--- config.mk ---
export PLATFORM = sky130hd
export DESIGN_NAME = key_encoder_flat
export DESIGN_NICKNAME = d
export VERILOG_FILES = /design/src/rtl/key_encoder_pkg.sv /design/src/rtl/key_encoder_if.sv /design/src/rtl/key_encoder_debounce_bit.sv /design/src/rtl/key_encoder.sv /design/src/flat_wrapper.sv
export SDC_FILE = /design/constraint.sdc
export NUM_CORES = 1
export LEC_CHECK = 0
export ABC_AREA = 0
export ABC_CLOCK_PERIOD_IN_PS = 4710
export CORE_ASPECT_RATIO = 1.4
export CORE_UTILIZATION = 56
export CTS_CLUSTER_SIZE = 14
export DETAILED_ROUTE_END_ITERATION = 12
export PLACE_DENSITY_LB_ADDON = 0.15
export SETUP_SLACK_MARGIN = 0.15
export SLEW_MARGIN = 20
export SYNTH_ARGS = -nofsm -noshare
export SYNTH_HDL_FRONTEND = slang
export SYNTH_HIERARCHICAL = 1
export SYNTH_SLANG_ARGS = --single-unit
--- constraint.sdc ---
create_clock -name clk -period 4.71 [get_ports clk]
set_clock_uncertainty 0.2 [all_clocks]
set_input_delay 0.942 -clock clk [delete_from_list [all_inputs] [get_ports clk]]
set_output_delay 0.942 -clock clk [all_outputs]
set_load 0.005 [all_outputs]
--- src/rtl/key_encoder_pkg.sv ---
// key_encoder_pkg: message fields, note constants and FSM encoding shared by the note path
package key_encoder_pkg;
    localparam int NOTE_ON_BIT = 7;
    localparam int ID_MSB = 6;
    localparam int NOTES_PER_OCTAVE = 13;
    localparam logic [6:0] NOTE_REST = 7'd0;
    typedef enum logic [1:0] {IDLE, EMIT, GAP} state_t;
    function automatic logic [1:0] octave_of(input logic [1:0] pitch_db);
        return (pitch_db == 2'b10) ? 2'd0 : (pitch_db == 2'b01) ? 2'd2 : 2'd1;
    endfunction
endpackage

--- src/rtl/key_encoder_if.sv ---
// key_encoder_if: key/pitch inputs and note message outputs of the manual-play front end
interface key_encoder_if;
    logic [12:0] key;
    logic [1:0]  pitch;
    logic        msg_stb;
    logic [7:0]  msg;
    logic        active;
    modport master (output key, pitch, input msg_stb, msg, active);
    modport slave (input key, pitch, output msg_stb, msg, active);
endinterface

--- src/rtl/key_encoder_debounce_bit.sv ---
// debounce_bit: 2-FF synchroniser plus tick-driven debounce counter for one active-low input
module debounce_bit #(
    parameter int DEBOUNCE_MS = 10
) (
    input  logic clk,
    input  logic rst,
    input  logic tick,
    input  logic din,
    output logic dout
);
    logic [1:0] sync_q, sync_d;
    logic [3:0] cnt_q, cnt_d, inc;
    logic       db_q, db_d, hit;
    always_comb begin
        sync_d = {sync_q[0], din};
        inc = cnt_q + 4'd1;
        hit = tick && (sync_q[1] != db_q) && (inc == 4'(DEBOUNCE_MS));
        cnt_d = !tick ? cnt_q : ((sync_q[1] == db_q) || hit) ? 4'd0 : inc;
        db_d = hit ? sync_q[1] : db_q;
    end
    always_ff @(posedge clk or posedge rst) begin
        if (rst) begin
            sync_q <= 2'b11;
            cnt_q  <= 4'd0;
            db_q   <= 1'b1;
        end else begin
            sync_q <= sync_d;
            cnt_q  <= cnt_d;
            db_q   <= db_d;
        end
    end
    assign dout = db_q;
endmodule

--- src/rtl/key_encoder.sv ---
// key_encoder: debounced piano keys/pitch buttons to note-on/off strobes; KEY_ENCODER_OCTAVE_LATCH_EN latches the octave while a note sounds
module key_encoder
    import key_encoder_pkg::*;
#(
    parameter int CLK_FREQ    = 120_000_000,
    parameter int DEBOUNCE_MS = 10,
    parameter int GAP_CYCLES  = 16
) (
    input logic           clk,
    input logic           rst,
    key_encoder_if.slave  bus
);
    localparam int DIV = CLK_FREQ / 1000;
    localparam int DW  = (DIV > 1) ? $clog2(DIV) : 1;
    localparam int GW  = $clog2(GAP_CYCLES);
    logic [DW-1:0] div_q, div_d;
    logic          tick;
    logic [14:0]   raw, db;
    logic [12:0]   key_db;
    logic [1:0]    pitch_db, oct;
    logic [3:0]    k_idx;
    logic          any_key;
    logic [6:0]    cand;
    state_t        state_q, state_d;
    logic [GW-1:0] gap_q, gap_d;
    logic [6:0]    note_q, note_d;
    logic [7:0]    msg_q, msg_d;
    logic          stb_q, stb_d;
    assign tick  = (div_q == DW'(DIV - 1));
    assign div_d = tick ? '0 : div_q + DW'(1);
    assign raw   = {bus.pitch, bus.key};
    for (genvar i = 0; i < 15; i++) begin : g_db
        debounce_bit #(.DEBOUNCE_MS(DEBOUNCE_MS)) u_db (
            .clk  (clk),
            .rst  (rst),
            .tick (tick),
            .din  (raw[i]),
            .dout (db[i])
        );
    end
    assign key_db   = db[12:0];
    assign pitch_db = db[14:13];
    assign any_key  = ~&key_db;
    always_comb begin
        k_idx = 4'd0;
        for (int j = 12; j >= 0; j--)
            if (!key_db[j]) k_idx = 4'(j);
    end
`ifdef KEY_ENCODER_OCTAVE_LATCH_EN
    logic [1:0] oct_q;
    // tracks the live octave only while silent, so it freezes on the 0 -> note edge
    assign oct = (note_q == NOTE_REST) ? octave_of(pitch_db) : oct_q;
    always_ff @(posedge clk or posedge rst) begin
        if (rst) oct_q <= 2'd1;
        else     oct_q <= oct;
    end
`else
    assign oct = octave_of(pitch_db);
`endif
    assign cand = any_key ? 7'(oct) * 7'(NOTES_PER_OCTAVE) + 7'(k_idx) + 7'd1 : NOTE_REST;
    always_comb begin
        state_d = state_q;
        gap_d   = gap_q;
        note_d  = note_q;
        msg_d   = msg_q;
        stb_d   = 1'b0;
        case (state_q)
            IDLE: state_d = (cand != note_q) ? EMIT : IDLE;
            EMIT: begin
                stb_d               = 1'b1;
                msg_d[NOTE_ON_BIT]  = (cand != NOTE_REST);
                msg_d[ID_MSB:0]     = (cand != NOTE_REST) ? cand : note_q;
                note_d              = cand;
                gap_d               = '0;
                state_d             = GAP;
            end
            GAP: begin
                gap_d   = gap_q + GW'(1);
                state_d = (gap_q == GW'(GAP_CYCLES - 2)) ? IDLE : GAP;
            end
            default: state_d = IDLE;
        endcase
    end
    always_ff @(posedge clk or posedge rst) begin
        if (rst) begin
            div_q   <= '0;
            state_q <= IDLE;
            gap_q   <= '0;
            note_q  <= NOTE_REST;
            msg_q   <= 8'h00;
            stb_q   <= 1'b0;
        end else begin
            div_q   <= div_d;
            state_q <= state_d;
            gap_q   <= gap_d;
            note_q  <= note_d;
            msg_q   <= msg_d;
            stb_q   <= stb_d;
        end
    end
    assign bus.msg_stb = stb_q;
    assign bus.msg     = msg_q;
    assign bus.active  = (note_q != NOTE_REST);
endmodule

--- src/flat_wrapper.sv ---
// flat-port wrapper written by rule: the top's interface ports become plain ports
module key_encoder_flat import key_encoder_pkg::*;
#(
    parameter int CLK_FREQ    = 120_000_000,
    parameter int DEBOUNCE_MS = 10,
    parameter int GAP_CYCLES  = 16
)
  (clk, rst, bus_key, bus_pitch, bus_msg_stb, bus_msg, bus_active);
  key_encoder_if bus_i ();
  input logic clk;
  input logic rst;
  input wire logic [$bits(bus_i.key)-1:0] bus_key;
  input wire logic [$bits(bus_i.pitch)-1:0] bus_pitch;
  output wire logic [$bits(bus_i.msg_stb)-1:0] bus_msg_stb;
  output wire logic [$bits(bus_i.msg)-1:0] bus_msg;
  output wire logic [$bits(bus_i.active)-1:0] bus_active;
  assign bus_i.key = bus_key;
  assign bus_i.pitch = bus_pitch;
  assign bus_msg_stb = bus_i.msg_stb;
  assign bus_msg = bus_i.msg;
  assign bus_active = bus_i.active;
  key_encoder #(.CLK_FREQ(CLK_FREQ), .DEBOUNCE_MS(DEBOUNCE_MS), .GAP_CYCLES(GAP_CYCLES)) u_core (.clk(clk), .rst(rst), .bus(bus_i));
endmodule
==> qor.csv, run 1 <==
stage;metric;value;unit
outcome;status;finished clean;
critical_path;startpoint types;register;
finish;layout cells sized above 1;23.2;%
min_path;Worst Min Path Start;u_core/g_db[10].u_db/sync_q[0];
min_path;worst hold endpoint;u_core/g_db[10].u_db/sync_q[1];
timing;Period minus WS final;3.71;ns
grt;largest net degree at the start of global routing;129;
route;DRC;0;
route;total wire length;14000;µm
placed_design;Cell Area, Placed;8250;µm²
yosys;leading area contributor after synthesis;dfrtp_1;
min_path;min-delay worst type;reg2reg;
cts;Post-CTS Hold Fix Bufs;0;
cts;Inserted Clock Buffers;17;
yosys;top-area cell type share of the netlist area;31.3;%
yosys;synthesized instance count;708;
yosys;Synth Cell Area;7760;µm²
cts;postcts setup bufs;0;
power;pwr dens;313;nW/µm²
yosys;Synth warnings;6;
placed_design;RD Place Congestion;0.835;
critical_path;critical setup path kind;reg2reg;
yosys;prevailing post-synth register cell;dfrtp_1;
cts;Worst-Skew Late Latency;0.42;ns
finish;leading cell type in the layout, fill and taps excluded;dfrtp_1;
critical_path;reg-to-reg setup timing slack;1.0;ns
floorplan;core footprint;13500;µm²
finish;commonest cells after routing, fill and taps aside;dfrtp_1, inv_1, nand2_1, ha_1, dfstp_2;
route;wire per inst;14.8;µm
cts;H-tree Lvls;4;
critical_path;FF-to-FF Start;u_core/g_db[10].u_db/dout;
timing;slew at the pin with the worst max-slew slack;0.811;ns
floorplan;# rows;50;
power;P_leak;0.00385;µW
finish;Nets;814;
finish;Area Overhead vs Synth;14.8;%
yosys;Async S/R FF share, synth;100;%
route;Final ANT Viol Nets;0;
cts;Clock Root Buffer;clkbuf_16;
floorplan;Starting Density;57.7;%
grt;vias in the first global route;5309;
timing;Final setup viols;0;
timing;final worst setup slack;0.999;ns
route;Vias;5209;
yosys;register area share after synthesis;46.5;%
timing;Setup TNS;0;ns
placed_design;IO buf count;25;
route;TritonRoute pass-1 iters;4;
floorplan;Die Area;14300;µm²
grt;initial antenna violation count;0;
power;peak supply drop;0.221;mV
critical_path;CP Launch Point;u_core/g_db[10].u_db/dout;
timing;Final period util;78.8;%
finish;fin area;8910;µm²
yosys;Yosys reg bits;142;
floorplan;Die Span X;102;µm
yosys;Netlist cell types;52;
critical_path;r2r endpoint;u_core/state_q[0];
cts;CTS tree;built;
yosys;Syn Area/Cell;11.0;µm²
cts;CTS resizes;0;
timing;Hold WS;0.154;ns
cts;deepest clock path buffer count;2;
floorplan;# IOs;27;
timing;RSZ-0062 raised after global routing;false;
finish;n_diodes;0;
yosys;Post-synth EDFFs;0;
timing;fmax;0.269;GHz
min_path;WHS Path Cells;0;
yosys;syn nets;772;
grt;GRT Residual Overflow;0;
grt;Tot GR Track Use;21.3;%
timing;final hold violations;0;
critical_path;crit path DAT;3.80;ns
critical_path;Setup crit end kind;register;
cts;Clock transition at path regs;0.06;ns
cts;Sink Count;142;
critical_path;crit path max fanout;5;
critical_path;path depth of the worst reg2reg path;14;
yosys;top post-synthesis cells by area;dfrtp_1, dfstp_2, ha_1;
route;initial drt markers;179;
floorplan;chip height;141;µm
flow_run;MaxCap Viol Count;0;
timing;Max-slew headroom;45.8;%
timing;Final Max Slew Viols;0;
grt;first-pass GRT wire length;23900;µm
placed_design;dpl ws;1.00;ns
placed_design;Final HPWL DP;9700;µm
route;vias per cell;5.51;
critical_path;Worst EP required;4.80;ns
## critical path, cell delays in order, from the launching register on
cell and delay (ns):
dfstp_2 0.58, and2b_2 0.15, o21ai_0 0.06, a21boi_0 0.16, o21ai_0 0.11, a21boi_0 0.24
o21ai_0 0.12, ha_1 0.24, fa_1 0.40, a21o_1 0.19, a21oi_1 0.24, xnor2_1 0.22
a32o_1 0.18, a22oi_1 0.07, o41a_1 0.42
## area by class of cell
| type | instances | area [µm²] |
|---|---|---|
| fill | 1059 | 4540 |
| timing repair buffer | 27 | 278 |
| multi-input combinational | 488 | 3860 |
| sequential | 142 | 3610 |
| tap | 182 | 228 |
| clock inverter | 10 | 184 |
| clock buffer | 22 | 474 |
| inverter | 74 | 278 |
## metal layers
layer	track usage, %	wire length (µm)	vias to the layer above
met3	4.48	369	26
met2	38.0	7370	71
met1	24.3	5900	2598
met4	9.00	326	0
li1	-	-	2514
met5	0	0	-
## sequential cells by signal, indices dropped and copies added (netlist names)
signal / flops
u_core/div_q: 17
u_core/g_db.u_db/dout: 15
u_core/note_q: 6
u_core/gap_q: 4
u_core/state_q: 2
u_core/g_db.u_db/cnt_q: 60
u_core/bus.msg_stb: 1
u_core/g_db.u_db/sync_q: 30
u_core/bus.msg: 7
## how the worst max path moves through the flow
stage,to,slack (ns),cells past startpoint
5_1_grt,u_core/state_q[0],0.70,14
6_report,u_core/state_q[0],1.0,14
4_1_cts,u_core/state_q[0],0.97,13
3_5_place_dp,u_core/state_q[0],1.00,14
2_1_floorplan,u_core/g_db[0].u_db/dout,0.26,7
3_3_place_gp,u_core/state_q[0],1.06,13
## synth_stat cells (13+ instances only)
cell type	n
nand3_1	44
o22ai_1	15
nand3b_1	16
dfrtp_1	97
a21oi_2	15
nand2_1	54
a211o_2	15
mux2i_1	16
nor2_1	21
xnor2_1	37
xor2_1	13
mux2_4	15
xor2_2	15
inv_1	73
o21ai_0	27
a21bo_2	15
ha_1	46
and3_1	24
and2_4	15
or3_1	18
dfstp_2	45
a21boi_0	18
## power by group
group,internal [µW],switching [µW]
Combinational,18.5,38.4
Sequential,1250,8.56
Clock,981,496
Total,2240,543
## per-stage QoR
| step | instances | total power, µW | util, % |
|---|---|---|---|
| 2_1_floorplan | 708 | 1300 | - |
| 3_3_place_gp | 913 | 1330 | 61.4 |
| 5_1_grt | 945 | 2880 | 66.3 |
| 6_report | 945 | 2790 | 66.3 |
| 3_5_place_dp | 913 | 1330 | 61.4 |
| 4_1_cts | 945 | 2820 | 66.3 |
## logic make-up after synthesis
| family | count (synthesis) | synth area share (%) |
|---|---|---|
| simple gates | 210 | 14.9 |
| flops | 142 | 46.5 |
| compound gates | 132 | 13.0 |
| buf+inv | 78 | 3.84 |
| xor+xnor | 65 | 8.78 |
| fa+ha+maj | 47 | 7.67 |
| mux | 33 | 5.25 |
| other cells | 1 | 0.0483 |
(Power assumes the default switching activity.)
==> inputs of run 2 (changes only) <==
--- a/config.mk
+++ b/config.mk
@@ -6,7 +6,7 @@
 export NUM_CORES = 1
 export LEC_CHECK = 0
 export ABC_AREA = 0
-export ABC_CLOCK_PERIOD_IN_PS = 4710
+export ABC_CLOCK_PERIOD_IN_PS = 3000
 export CORE_ASPECT_RATIO = 1.4
 export CORE_UTILIZATION = 56
 export CTS_CLUSTER_SIZE = 14
==> constraint.sdc (replaced) <==
create_clock -name clk -period 3 [get_ports clk]
set_clock_uncertainty 0.2 [all_clocks]
set_input_delay 0.6 -clock clk [delete_from_list [all_inputs] [get_ports clk]]
set_output_delay 0.6 -clock clk [all_outputs]
set_load 0.005 [all_outputs]
==> run 2 against run 1 <==
Compared with the run above: the run now ends with setup timing left; sequential power is 58% higher; core utilization is 2.0 points higher; critical path depth is 2 lower; clock power is 47% higher; worst setup slack worse by 1.4 ns; fmax is 9.8% higher; non-clock buffer count is 33 higher; first-iteration DRC count is 2.2% higher; largest cell class unchanged.
==> qor.csv, run 2 (synthesized netlist as in run 1, its figures left out) <==
stage;metric;value;unit;change
critical_path;startpoint types;register;;unchanged
outcome;failing checks;setup timing;;
finish;layout cells sized above 1;27.9;%;was 23.2%
cts;Inserted Clock Buffers;17;;unchanged
route;total wire length;14300;µm;was 14000 µm
floorplan;chip height;141;µm;unchanged
placed_design;IO buf count;25;;unchanged
min_path;min-delay worst type;reg2reg;;unchanged
floorplan;core footprint;13500;µm²;unchanged
cts;Clock transition at path regs;0.06;ns;about the same
placed_design;RD Place Congestion;0.810;;was 0.835
critical_path;critical setup path kind;reg2reg;;unchanged
critical_path;largest stage delay on the critical path;0.53;ns;was 0.58 ns
outcome;status;complete, but fails checks;;was finished clean
power;peak supply drop;0.308;mV;was 0.221 mV
finish;largest reg by FF count;u_core/g_db.u_db/cnt_q;;unchanged
floorplan;Die Area;14300;µm²;unchanged
finish;Regs by FF count;u_core/g_db.u_db/cnt_q x60, u_core/g_db.u_db/sync_q x30, u_core/div_q x17;;unchanged
grt;initial antenna violation count;0;;unchanged
finish;Non-Filler Instances;978;;was 945
critical_path;r2r endpoint;u_core/bus.msg[2];;was u_core/state_q[0]
finish;max FFs per register;60;;unchanged
finish;n_diodes;0;;unchanged
grt;GRT Residual Overflow;0;;unchanged
critical_path;FF-to-FF Start;u_core/g_db[11].u_db/dout;;was u_core/g_db[10].u_db/dout
critical_path;crit-path cells;and2b_2 -> o21ai_2 -> a21boi_1 -> o21ai_1 -> a21boi_2 -> o21ai_1 -> ha_2 -> fa_2 -> or3_4 -> o31ai_4 -> nor3b_4 -> a221o_1;;was and2b_2 -> o21ai_0 -> a21boi_0 -> o21ai_0 -> a21boi_0 -> o21ai_0 -> ha_1 -> fa_1 -> a21o_1 -> a21oi_1 -> xnor2_1 -> a32o_1 -> a22oi_1 -> o41a_1
grt;largest net degree at the start of global routing;98;;was 129
route;DRC;0;;unchanged
timing;Setup TNS;-2.75;ns;was 0 ns
floorplan;# IOs;27;;unchanged
placed_design;Final HPWL DP;9910;µm;was 9700 µm
timing;RSZ-0062 raised after global routing;true;;was false
critical_path;crit path max fanout;6;;was 5
critical_path;Worst EP required;3.16;ns;was 4.80 ns
min_path;Worst Min Path Start;u_core/g_db[7].u_db/sync_q[0];;was u_core/g_db[10].u_db/sync_q[0]
timing;fmax;0.296;GHz;was 0.269 GHz
finish;Nets;847;;was 814
finish;commonest cells after routing, fill and taps aside;dfrtp_1, inv_1, nand2_1, ha_1, dfstp_2;;unchanged
route;wire per inst;14.7;µm;was 14.8 µm
critical_path;path depth of the worst reg2reg path;12;;was 14
finish;Area Overhead vs Synth;18.2;%;was 14.8%
cts;deepest clock path buffer count;2;;unchanged
grt;first-pass GRT wire length;24800;µm;was 23900 µm
critical_path;crit path DAT;3.54;ns;was 3.80 ns
floorplan;Starting Density;57.7;%;unchanged
route;TritonRoute pass-1 iters;4;;unchanged
cts;H-tree Lvls;4;;unchanged
timing;Final period util;113;%;was 78.8%
cts;Post-CTS Hold Fix Bufs;0;;unchanged
grt;Tot GR Track Use;22.1;%;was 21.3%
timing;Period minus WS final;3.38;ns;was 3.71 ns
critical_path;slowest stage cell on the critical path;dfstp_2;;unchanged
route;initial drt markers;183;;was 179
placed_design;Post-Place Cells;944;;was 913
floorplan;Die Span X;102;µm;unchanged
power;overall power;4230;µW;was 2790 µW
timing;Final Max Slew Viols;0;;unchanged
timing;final hold violations;0;;unchanged
timing;Final setup viols;10;;was 0
route;Final ANT Viol Nets;0;;unchanged
timing;final worst setup slack;-0.378;ns;was 0.999 ns
critical_path;Setup crit end kind;register;;unchanged
floorplan;# rows;50;;unchanged
route;vias per cell;5.43;;was 5.51
grt;vias in the first global route;5605;;was 5309
critical_path;reg-to-reg setup timing slack;-0.38;ns;was 1.0 ns
placed_design;dpl ws;-0.394;ns;was 1.00 ns
min_path;worst hold endpoint;u_core/g_db[7].u_db/sync_q[1];;was u_core/g_db[10].u_db/sync_q[1]
power;pwr dens;460;nW/µm²;was 313 nW/µm²
flow_run;MaxCap Viol Count;0;;unchanged
power;P_leak;0.00402;µW;was 0.00385 µW
critical_path;Worst path most repeated cell;o21ai_1;;was o21ai_0
cts;CTS tree;built;;unchanged
finish;leading cell type in the layout, fill and taps excluded;dfrtp_1;;unchanged
cts;Clock Root Buffer;clkbuf_16;;unchanged
min_path;WHS Path Cells;0;;unchanged
cts;Worst-Skew Late Latency;0.43;ns;was 0.42 ns
route;Vias;5309;;was 5209
cts;Sink Count;142;;unchanged
-- run 2: cell types whose count changed in the layout (fill, tap and decap cells not counted), sizes merged --
cell,before,now
buf,2,35
bufinv,5,3
clkinv,4,5
clkinvlp,2,3
-- run 2: per-layer routing --
metal / track usage (%) / share of wire, % / vias to the layer above
met5: 0 / 0 / -
met4: 8.70 / 1.7 / 0
met3: 5.12 / 3.0 / 21
met2: 38.7 / 53 / 71
met1: 25.9 / 42 / 2631
li1: - / - / 2586
-- run 2: worst max-delay path by stage --
stage,from,end,slack (ns),cells after the start
2_1_floorplan,u_core/g_db[11].u_db/dout,u_core/state_q[0],-0.19,13
4_1_cts,u_core/g_db[11].u_db/dout,u_core/bus.msg[5],-0.35,12
5_1_grt,u_core/g_db[11].u_db/dout,u_core/bus.msg[3],-0.54,13
3_5_place_dp,u_core/g_db[11].u_db/dout,u_core/bus.msg[2],-0.39,12
6_report,u_core/g_db[11].u_db/dout,u_core/bus.msg[2],-0.38,12
3_3_place_gp,u_core/g_db[11].u_db/dout,u_core/bus.msg[2],-0.27,12
-- run 2: final cells by class --
type	instances	area (µm²)
well taps	182	228
clock inverters	10	136
clock buffers	22	474
flip-flops and latches	142	3610
multi-input cells	488	3920
fillers	1015	4270
repair buffers	60	529
inverters	74	278
-- run 2: power by group --
group / internal (µW) / leakage, µW / switching [µW]
registers: 1950 / 0.00175 / 13.5
clock network: 1370 / 0.000292 / 798
logic: 29.9 / 0.00198 / 61.0
-- run 2: through the flow --
step / hold WS [ns] / area (µm²) / util (%)
after floorplan: 0.145 / 7780 / -
after global placement: 0.146 / 8500 / 63.2
after detailed placement: 0.147 / 8500 / 63.2
after CTS: 0.156 / 9140 / 68.0
after global routing: 0.157 / 9180 / 68.2
final: 0.154 / 9180 / 68.2
-- run 2: timing repair --
item / CTS / global route
buffers inserted: 1 / 1
setup endpoints to repair: 11 / 13
pin swaps: 12 / 4
hold endpoints to repair: 0 / 0
resized for setup: 5 / 6
-- run 2: critical path, delay by kind of cell (launching register included) --
family,cells,cell delay (ns)
flops,1,0.53
simple gates,3,0.94
fa+ha+maj,2,0.67
compound gates,7,0.96
